## src/rtl/rand_walk_pkg.sv

```systemverilog
// rtl/rand_walk_pkg.sv - shared types, constants and step decoder for the random walk accumulator
package rand_walk_pkg;

    typedef enum logic [1:0] {
        WAIT    = 2'd0,
        APPLY   = 2'd1,
        PRESENT = 2'd2
    } walk_state_e;

    localparam int STEP_W = 4;

    // 4'b1000 would give an asymmetric -8, so it is folded to 0 to keep the walk unbiased
    function automatic logic signed [STEP_W-1:0] decode_step(input logic [STEP_W-1:0] raw);
        return (raw == 4'b1000) ? '0 : $signed(raw);
    endfunction

endpackage

```

## src/rtl/rand_step_timer.sv

```systemverilog
// rtl/rand_step_timer.sv - STEP_DIV divider with enable, sync clear and one-cycle terminal pulse
module rand_step_timer #(
    parameter int STEP_DIV = 1000
) (
    input  logic clock,
    input  logic reset,
    input  logic count_en,
    input  logic clear,
    output logic tick
);

    logic [15:0] div_cnt;
    logic        terminal;

    assign terminal = (div_cnt == 16'(STEP_DIV - 1));
    assign tick     = count_en && terminal && !clear;

    always_ff @(posedge clock) begin
        if (!reset) begin
            div_cnt <= '0;
        end else if (clear) begin
            div_cnt <= '0;
        end else if (count_en) begin
            div_cnt <= terminal ? '0 : div_cnt + 16'd1;
        end
    end

endmodule

```

## src/rtl/rand_walk_accum.sv

```systemverilog
// rtl/rand_walk_accum.sv - bounded random walk fed by rand_in[3:0], presented over valid/ready
// Optional macro RAND_WALK_WRAP_EN: wrap out-of-range sums instead of saturating.
module rand_walk_accum
    import rand_walk_pkg::*;
#(
    parameter int                      WIDTH    = 32,
    parameter int                      STEP_DIV = 1000,
    parameter logic signed [WIDTH-1:0] POS_MIN  = -1000,
    parameter logic signed [WIDTH-1:0] POS_MAX  = 1000,
    parameter logic signed [WIDTH-1:0] INIT_POS = 0
) (
    input  logic             clock,
    input  logic             reset,
    input  logic             enable,
    input  logic             clear,
    input  logic [31:0]      rand_in,
    output logic [WIDTH-1:0] pos_out,
    output logic             pos_valid,
    input  logic             pos_ready,
    output logic [15:0]      step_count,
    output logic             sat_hit
);

    walk_state_e              state;
    logic                     step_tick;
    logic signed [STEP_W-1:0] step;
    logic signed [WIDTH+1:0]  sum;
    logic signed [WIDTH+1:0]  pos_min_x;
    logic signed [WIDTH+1:0]  pos_max_x;
    logic signed [WIDTH+1:0]  next_pos;
    logic                     out_of_range;
    logic                     unused_bits;

    rand_step_timer #(
        .STEP_DIV (STEP_DIV)
    ) u_timer (
        .clock    (clock),
        .reset    (reset),
        .count_en (enable && (state == WAIT)),
        .clear    (clear),
        .tick     (step_tick)
    );

    assign step      = decode_step(rand_in[STEP_W-1:0]);
    assign pos_min_x = {{2{POS_MIN[WIDTH-1]}}, POS_MIN};
    assign pos_max_x = {{2{POS_MAX[WIDTH-1]}}, POS_MAX};
    // two guard bits: one for the add carry, one so the wrap range itself cannot overflow
    assign sum       = {{2{pos_out[WIDTH-1]}}, pos_out}
                     + {{(WIDTH + 2 - STEP_W){step[STEP_W-1]}}, step};

`ifdef RAND_WALK_WRAP_EN
    logic signed [WIDTH+1:0] range_x;
    assign range_x = pos_max_x - pos_min_x + (WIDTH + 2)'(1);
`endif

    always_comb begin
        next_pos     = sum;
        out_of_range = 1'b0;
        if (sum > pos_max_x) begin
            out_of_range = 1'b1;
`ifdef RAND_WALK_WRAP_EN
            next_pos     = sum - range_x;
`else
            next_pos     = pos_max_x;
`endif
        end else if (sum < pos_min_x) begin
            out_of_range = 1'b1;
`ifdef RAND_WALK_WRAP_EN
            next_pos     = sum + range_x;
`else
            next_pos     = pos_min_x;
`endif
        end
    end

    assign unused_bits = ^{rand_in[31:STEP_W], next_pos[WIDTH+1:WIDTH]};

    always_ff @(posedge clock) begin
        if (!reset) begin
            state      <= WAIT;
            pos_out    <= INIT_POS;
            pos_valid  <= 1'b0;
            step_count <= '0;
            sat_hit    <= 1'b0;
        end else if (clear) begin
            state     <= WAIT;
            pos_out   <= INIT_POS;
            pos_valid <= 1'b0;
            sat_hit   <= 1'b0;
        end else begin
            case (state)
                WAIT: begin
                    if (step_tick) state <= APPLY;
                end
                APPLY: begin
                    pos_out    <= next_pos[WIDTH-1:0];
                    step_count <= step_count + 16'd1;
                    pos_valid  <= 1'b1;
                    if (out_of_range) sat_hit <= 1'b1;
                    state      <= PRESENT;
                end
                PRESENT: begin
                    if (pos_ready) begin
                        pos_valid <= 1'b0;
                        state     <= WAIT;
                    end
                end
                default: state <= WAIT;
            endcase
        end
    end

endmodule

```

## config.mk

```make
export PLATFORM = sky130hd
export DESIGN_NAME = rand_walk_accum
export DESIGN_NICKNAME = d
export VERILOG_FILES = /design/src/rtl/rand_walk_pkg.sv /design/src/rtl/rand_step_timer.sv /design/src/rtl/rand_walk_accum.sv
export SDC_FILE = /design/constraint.sdc
export NUM_CORES = 1
export LEC_CHECK = 0
export CORE_MARGIN = 1.5
export CORE_UTILIZATION = 25
export DETAILED_ROUTE_END_ITERATION = 7
export SYNTH_ARGS = -nofsm -noshare
export SYNTH_HDL_FRONTEND = slang
export SYNTH_SLANG_ARGS = --single-unit
```

## constraint.sdc

```tcl
create_clock -name clock -period 8.9 [get_ports clock]
set_input_delay 0.89 -clock clock [delete_from_list [all_inputs] [get_ports clock]]
set_output_delay 0.89 -clock clock [all_outputs]
set_load 0.01 [all_outputs]
```

# After elaboration in Yosys (flattened, before gate mapping)
# Index checks and enable logic that the tools add are counted.
[totals] reg_bits=68 in_bits=37 wordCells=41
[op_classes] n_addsub=3 n_eq_ne=6 bitwise=2 magnitude_cmp=2 reduce_logical=11 mux=11
[ops] operator="2-to-1 mux 32 bit" count=2
[ops] operator="adder 32 x 4 -> 33 bit" count=1
[ops] operator="> comparator 33 x 11 -> 1 bit, second input constant" count=1
[ops] operator="less-than comparator 33 x 11 -> 1 bit, second input constant" count=1
[ops] operator="adder 16 x 1 -> 16 bit, second input constant" count=2
[ops] operator="== test 16 x 10 -> 1 bit, second input constant" count=1
[ops] operator="2-to-1 mux 16 bit" count=1
[ops] operator="AND reduction 2 bit" count=4
[ops] operator="one-hot mux 2 bit (3 select lines)" count=1
[ops] operator="== test 4 bit, second input constant" count=1
[ops] operator="2-to-1 mux 2 bit" count=2
[ops] operator="2-to-1 mux 4 bit" count=1
[ops] operator="inequality test 2 bit, second input constant" count=2
[ops] operator="logical AND 1 bit" count=3
[ops] operator="2-to-1 mux 1 bit" count=3
[ops] operator="== test 2 x 1 -> 1 bit, second input constant" count=1
[ops] operator="== test 2 bit, second input constant" count=1
[ops] operator="logical NOT 2 bit" count=1
[ops] operator="inverter 1 bit" count=2
[ops] operator="one-hot mux 1 bit (2 select lines)" count=1
[ops] operator="nonzero test 2 bit" count=1
[ops] operator="OR reduction 2 bit" count=1
[ops] operator="logical NOT 1 bit" count=1

# Logic depth before layout (Yosys ltp)
[depth] ltp_word=7 ltp_mapped=17 depth_no_buf=13

# Hierarchy
# A second synthesis with hierarchy kept.
[unflattened] hier_cells=698 hier_area_um2=5322.6
[modules_own_cells] mod="rand_walk_accum" cells_per_inst=607 instances=1 seq_area_each_um2=1041.0 area_per_inst_um2=4510.6
[modules_own_cells] mod="rand_step_timer" cells_per_inst=91 instances=1 seq_area_each_um2=320.3 area_per_inst_um2=812.0

# Least setup slack after synthesis
# No wires, ideal clock.
[synth_path] kind="input to register" start="input port rand_in[1]" end="register pos_out[9]" setup_ns=0.119 stages=16 arrival_ns=4.550 n_path_buf=4 path_slack_ns=4.232 cell_sequence="o31ai_2 > inv_2 > clkbuf_1 > buf_2 > buf_1 > ha_1 > clkbuf_1 > nand2_1 > nor4b_1 > a22oi_1 > o21ai_0 > xor2_1 > or4b_4 > o41a_4 > o21a_1 > o221a_1"
[synth_between] elab_chain_cells=6 word_cells_on_any_way=7
[synth_lines] item="start: declaration" line_no="rand_walk_accum.sv:16" source="input logic [31:0] rand_in,"
[synth_lines] item="== test 4 bit" line_no="rand_walk_pkg.sv:14" source="return (raw == 4'b1000) ? '0 : $signed(raw);"
[synth_lines] item="2-to-1 mux 4 bit (*)" line_no="rand_walk_pkg.sv:14"
[synth_lines] item="adder 32 x 4 -> 33 bit (*)" line_no="rand_walk_accum.sv:49" source="+ {{(WIDTH + 2 - STEP_W){step[STEP_W-1]}}, step};"
[synth_lines] item="less-than comparator 33 x 11 -> 1 bit" line_no="rand_walk_accum.sv:66" source="end else if (sum < pos_min_x) begin"
[synth_lines] item="2-to-1 mux 32 bit" line_no="rand_walk_accum.sv:66"
[synth_lines] item="2-to-1 mux 32 bit (*)" line_no="rand_walk_accum.sv:59" source="if (sum > pos_max_x) begin"
[synth_lines] item="end signal: assignment" line_no="rand_walk_accum.sv:96" source="pos_out <= next_pos[WIDTH-1:0];"
[synth_lines] item="end: declaration" line_no="rand_walk_accum.sv:17" source="output logic [WIDTH-1:0] pos_out,"
# Mark *: on every way between the ends. The rest lies on a longest branch, timed or not.
# A chain may end at the register's enable or synchronous reset.

# Final worst setup path
[layout_path] start="input port rand_in[0]" end="register pos_out[7]"
# Same word-level chain as after synthesis.

==> impl_metrics.yaml <==
final_layout:
  layout-drive-gt1-share: 0.0665
  mostFrequentLayoutCells: "dfxtp_1, clkdlybuf4s50_1, nand2_1"
  fillerInstances: 2063
  nets: 687
  antennaDiodeCount: 0
  mostFrequentLayoutCell: "dfxtp_1"
  syn_to_final_growth_pct: 22.0
  fin_cells: 907
  fin_util: 0.314
route:
  wl_per_cell_um: 16.2
  top_layer_used: "met4"
  met3_length_um: 1010
  first_pass_iters: 4
  wirelength_um: 14700
  ant_nets: 0
  drt-met1-wl_um: 6510
  avgViaCountPerCell: 5.24
  met2_length_um: 6670
  drc_errors: 0
  drtIter0Drc: 325
  vias: 4755
floorplan:
  design.portCount: 87
  initial_core_util: 0.257
  core_sq_mm: 0.0189
  die_width_um: 142
  rows: 50
  die_area_sq_mm: 0.0203
  die_h_um: 142
timing:
  tns_ns: 0
  relSlewSlack: 0.178
  rsz0062_at_grt: "false"
  fin_crit_ns: 5.44
  post-route-period-util: 0.611
  final-hold-violation-count: 0
  skew_ns: 0.0122
  worstMarginPinSlew_ns: 1.20
  setup_viol: 0
  whs_ns: 0.485
  slew_violations: 0
  max_clock_freq_mhz: 184
power_and_ir_drop:
  peakVddDrop_uv: 75.3
  powerDensity_mw_per_mm2: 126
  finalPower_uw: 744
  leakagePower_uw: 0.00202
grt:
  grt_usage: 0.150
  antenna_found_initial: 0
  grt_pass1_vias: 4517
  grt_first_pass_wirelength_um: 24100
  grt_max_degree: 43
  grt-ovfl-total: 0
clock_tree:
  cts_htree_levels: 3
  cts_setup_buffers: 0
  clk_pin_slew_ns: 0.06
  cts-hold-fix-buffers: 0
  clock_path_buffers: 2
  post_cts_resized: 0
  clock_latency_ns: 0.35
  cts_buffers: 9
  cts.sinks: 68
  cts_tree: "built"
  clockRootBuffer: "clkbuf_16"
critical_path:
  timing.rr.end: "pos_out[7]$_SDFFE_PP0P_"
  cp.required_ns: 9.13
  end_kind: "flip-flop"
  crit_fanout: 6
  critPathLaunch: "rand_in[0]"
  critPathKind: "input pin to flip-flop"
  timing.rr.start: "pos_out[0]$_SDFFE_PP0P_"
  cpPeakStageDelay_ns: 1.09
  rrSetupSlack_ns: 4.21
  arrival_ns: 5.66
  reg2reg_depth: 13
  slowest_stage: "a2111oi_0"
  critical_path.cell_chain: "clkdlybuf4s50_1 > ha_1 > inv_1 > fa_1 > nand2b_1 > a2111oi_0 > a21oi_1 > nor4_1 > nand2_1 > nor4_1 > o21ai_1 > o41ai_2 > nand2_1 > o221a_1"
  cp-start-kind: "input pin"
worst_hold_path:
  hold_depth: 2
  holdPathEnd: "sat_hit$_SDFFE_PP0P_"
  hold_class: "flip-flop to flip-flop"
  hold_start: "sat_hit$_SDFFE_PP0P_"
synth:
  synthArstFlopShare: 0
  synth_warnings: 0
  synth_top_family_by_area: "simple AND/OR/NAND/NOR gates"
  synthSimpleGateAreaFrac: 0.309
  synth-xor-area-share: 0.0937
  synth-compound-area-share: 0.228
  ys_seq_area_frac: 0.280
  synth-main-ff-cell: "dfxtp_1"
  synth-edff-count: 0
  synth.distinct_cells: 78
  synth-seq-cells: 68
  synth_fa_ha_area_frac: 0.0221
  synthCells: 611
  syn_area_sq_mm: 0.00486
  syn_area_per_cell_sq_um: 7.95
  syn_nets: 656
  yosys-mux-area-fraction: 0.0198
flow_run:
  maxCapViolations: 0
placed_design:
  placed_cells: 891
  io_buffers: 58
  gp_congestion: 0.891
  dpl.hpwl_um: 10600
run_status:
  status: "finished, final reports clean"
worst max-delay path, delay by kind of cell:
kind                     cells  cell delay [ns]
AO/OA/AOI/OAI                5             2.36
AND/OR/NAND/NOR              5             1.16
adder cells (fa/ha/maj)      2             0.65
buffers and inverters        2             0.61
power by group:
group	total [uW]	switching, uW	internal, uW	leakage (uW)
combinational	58.0	35.1	22.9	0.00133
sequential	305	0.277	305	0.000548
clock	382	160	222	0.000145
registers in the layout, indices dropped and copies added (netlist names):
signal,flops
pos_valid,1
state,2
step_count,16
u_timer.div_cnt,16
sat_hit,1
pos_out,32
area by class of cell:
class | instances | area (sq um) | area share
Tap cell | 260 | 325 | 0.0549
Multi-Input combinational cell | 489 | 3280 | 0.554
Clock buffer | 9 | 225 | 0.0380
Sequential cell | 68 | 1360 | 0.230
Clock inverter | 7 | 82.6 | 0.0139
Timing Repair Buffer | 61 | 603 | 0.102
Inverter | 13 | 48.8 | 0.00823
cell usage after synthesis (5+ instances only):
cell	count	area, sq um
dfxtp_1	68	1360
nand2_1	52	195
nor2_1	44	165
xnor2_1	31	272
clkbuf_1	27	101
o21a_1	25	188
o21ai_0	25	125
nor3_1	24	120
nand3_1	23	115
nor4_1	22	138
a21oi_1	21	105
xor2_1	21	184
and2_1	18	113
nand4_1	18	113
or3_1	12	75.1
and3_1	11	68.8
and4_1	11	96.3
inv_1	11	41.3
a21boi_0	8	60.1
nand2b_1	8	50.1
buf_2	7	35.0
ha_1	7	87.6
or4_1	6	45.0
nor2b_1	5	31.3
o32ai_1	5	43.8
cell families after synthesis:
family / Yosys count
adders and majority gates: 8
buffers and inverters: 54
DFF: 68
AOI/OAI and AO/OA: 150
xor gates and xnor gates: 52
and+or+nand+nor: 272
muxes: 7
stage by stage:
stage,worst slack (ns),cell area (sq um)
floorplan,4.23,4860
global placement,3.23,5620
detailed placement,3.13,5620
CTS,3.48,5930
global route,2.97,5930
finish,3.46,5930
worst max path at each step:
stage	end	slack, ns	depth (start not counted)
final	pos_out[7]$_SDFFE_PP0P_	3.46	14
after global placement	pos_out[8]$_SDFFE_PP0P_	3.23	14
after global routing	pos_out[7]$_SDFFE_PP0P_	2.97	14
after CTS	pos_out[7]$_SDFFE_PP0P_	3.48	14
after detailed placement	pos_out[7]$_SDFFE_PP0P_	3.13	14
after floorplan	pos_out[9]$_SDFFE_PP0P_	4.23	16
routing by layer:
layer | vias to the layer above | global-route usage
li1 | 2347 | -
met3 | 28 | 0.0343
met4 | 0 | 0.0635
met5 | - | 0
met1 | 2205 | 0.193
met2 | 175 | 0.242
Note: power is estimated with default switching activity, not from simulation.
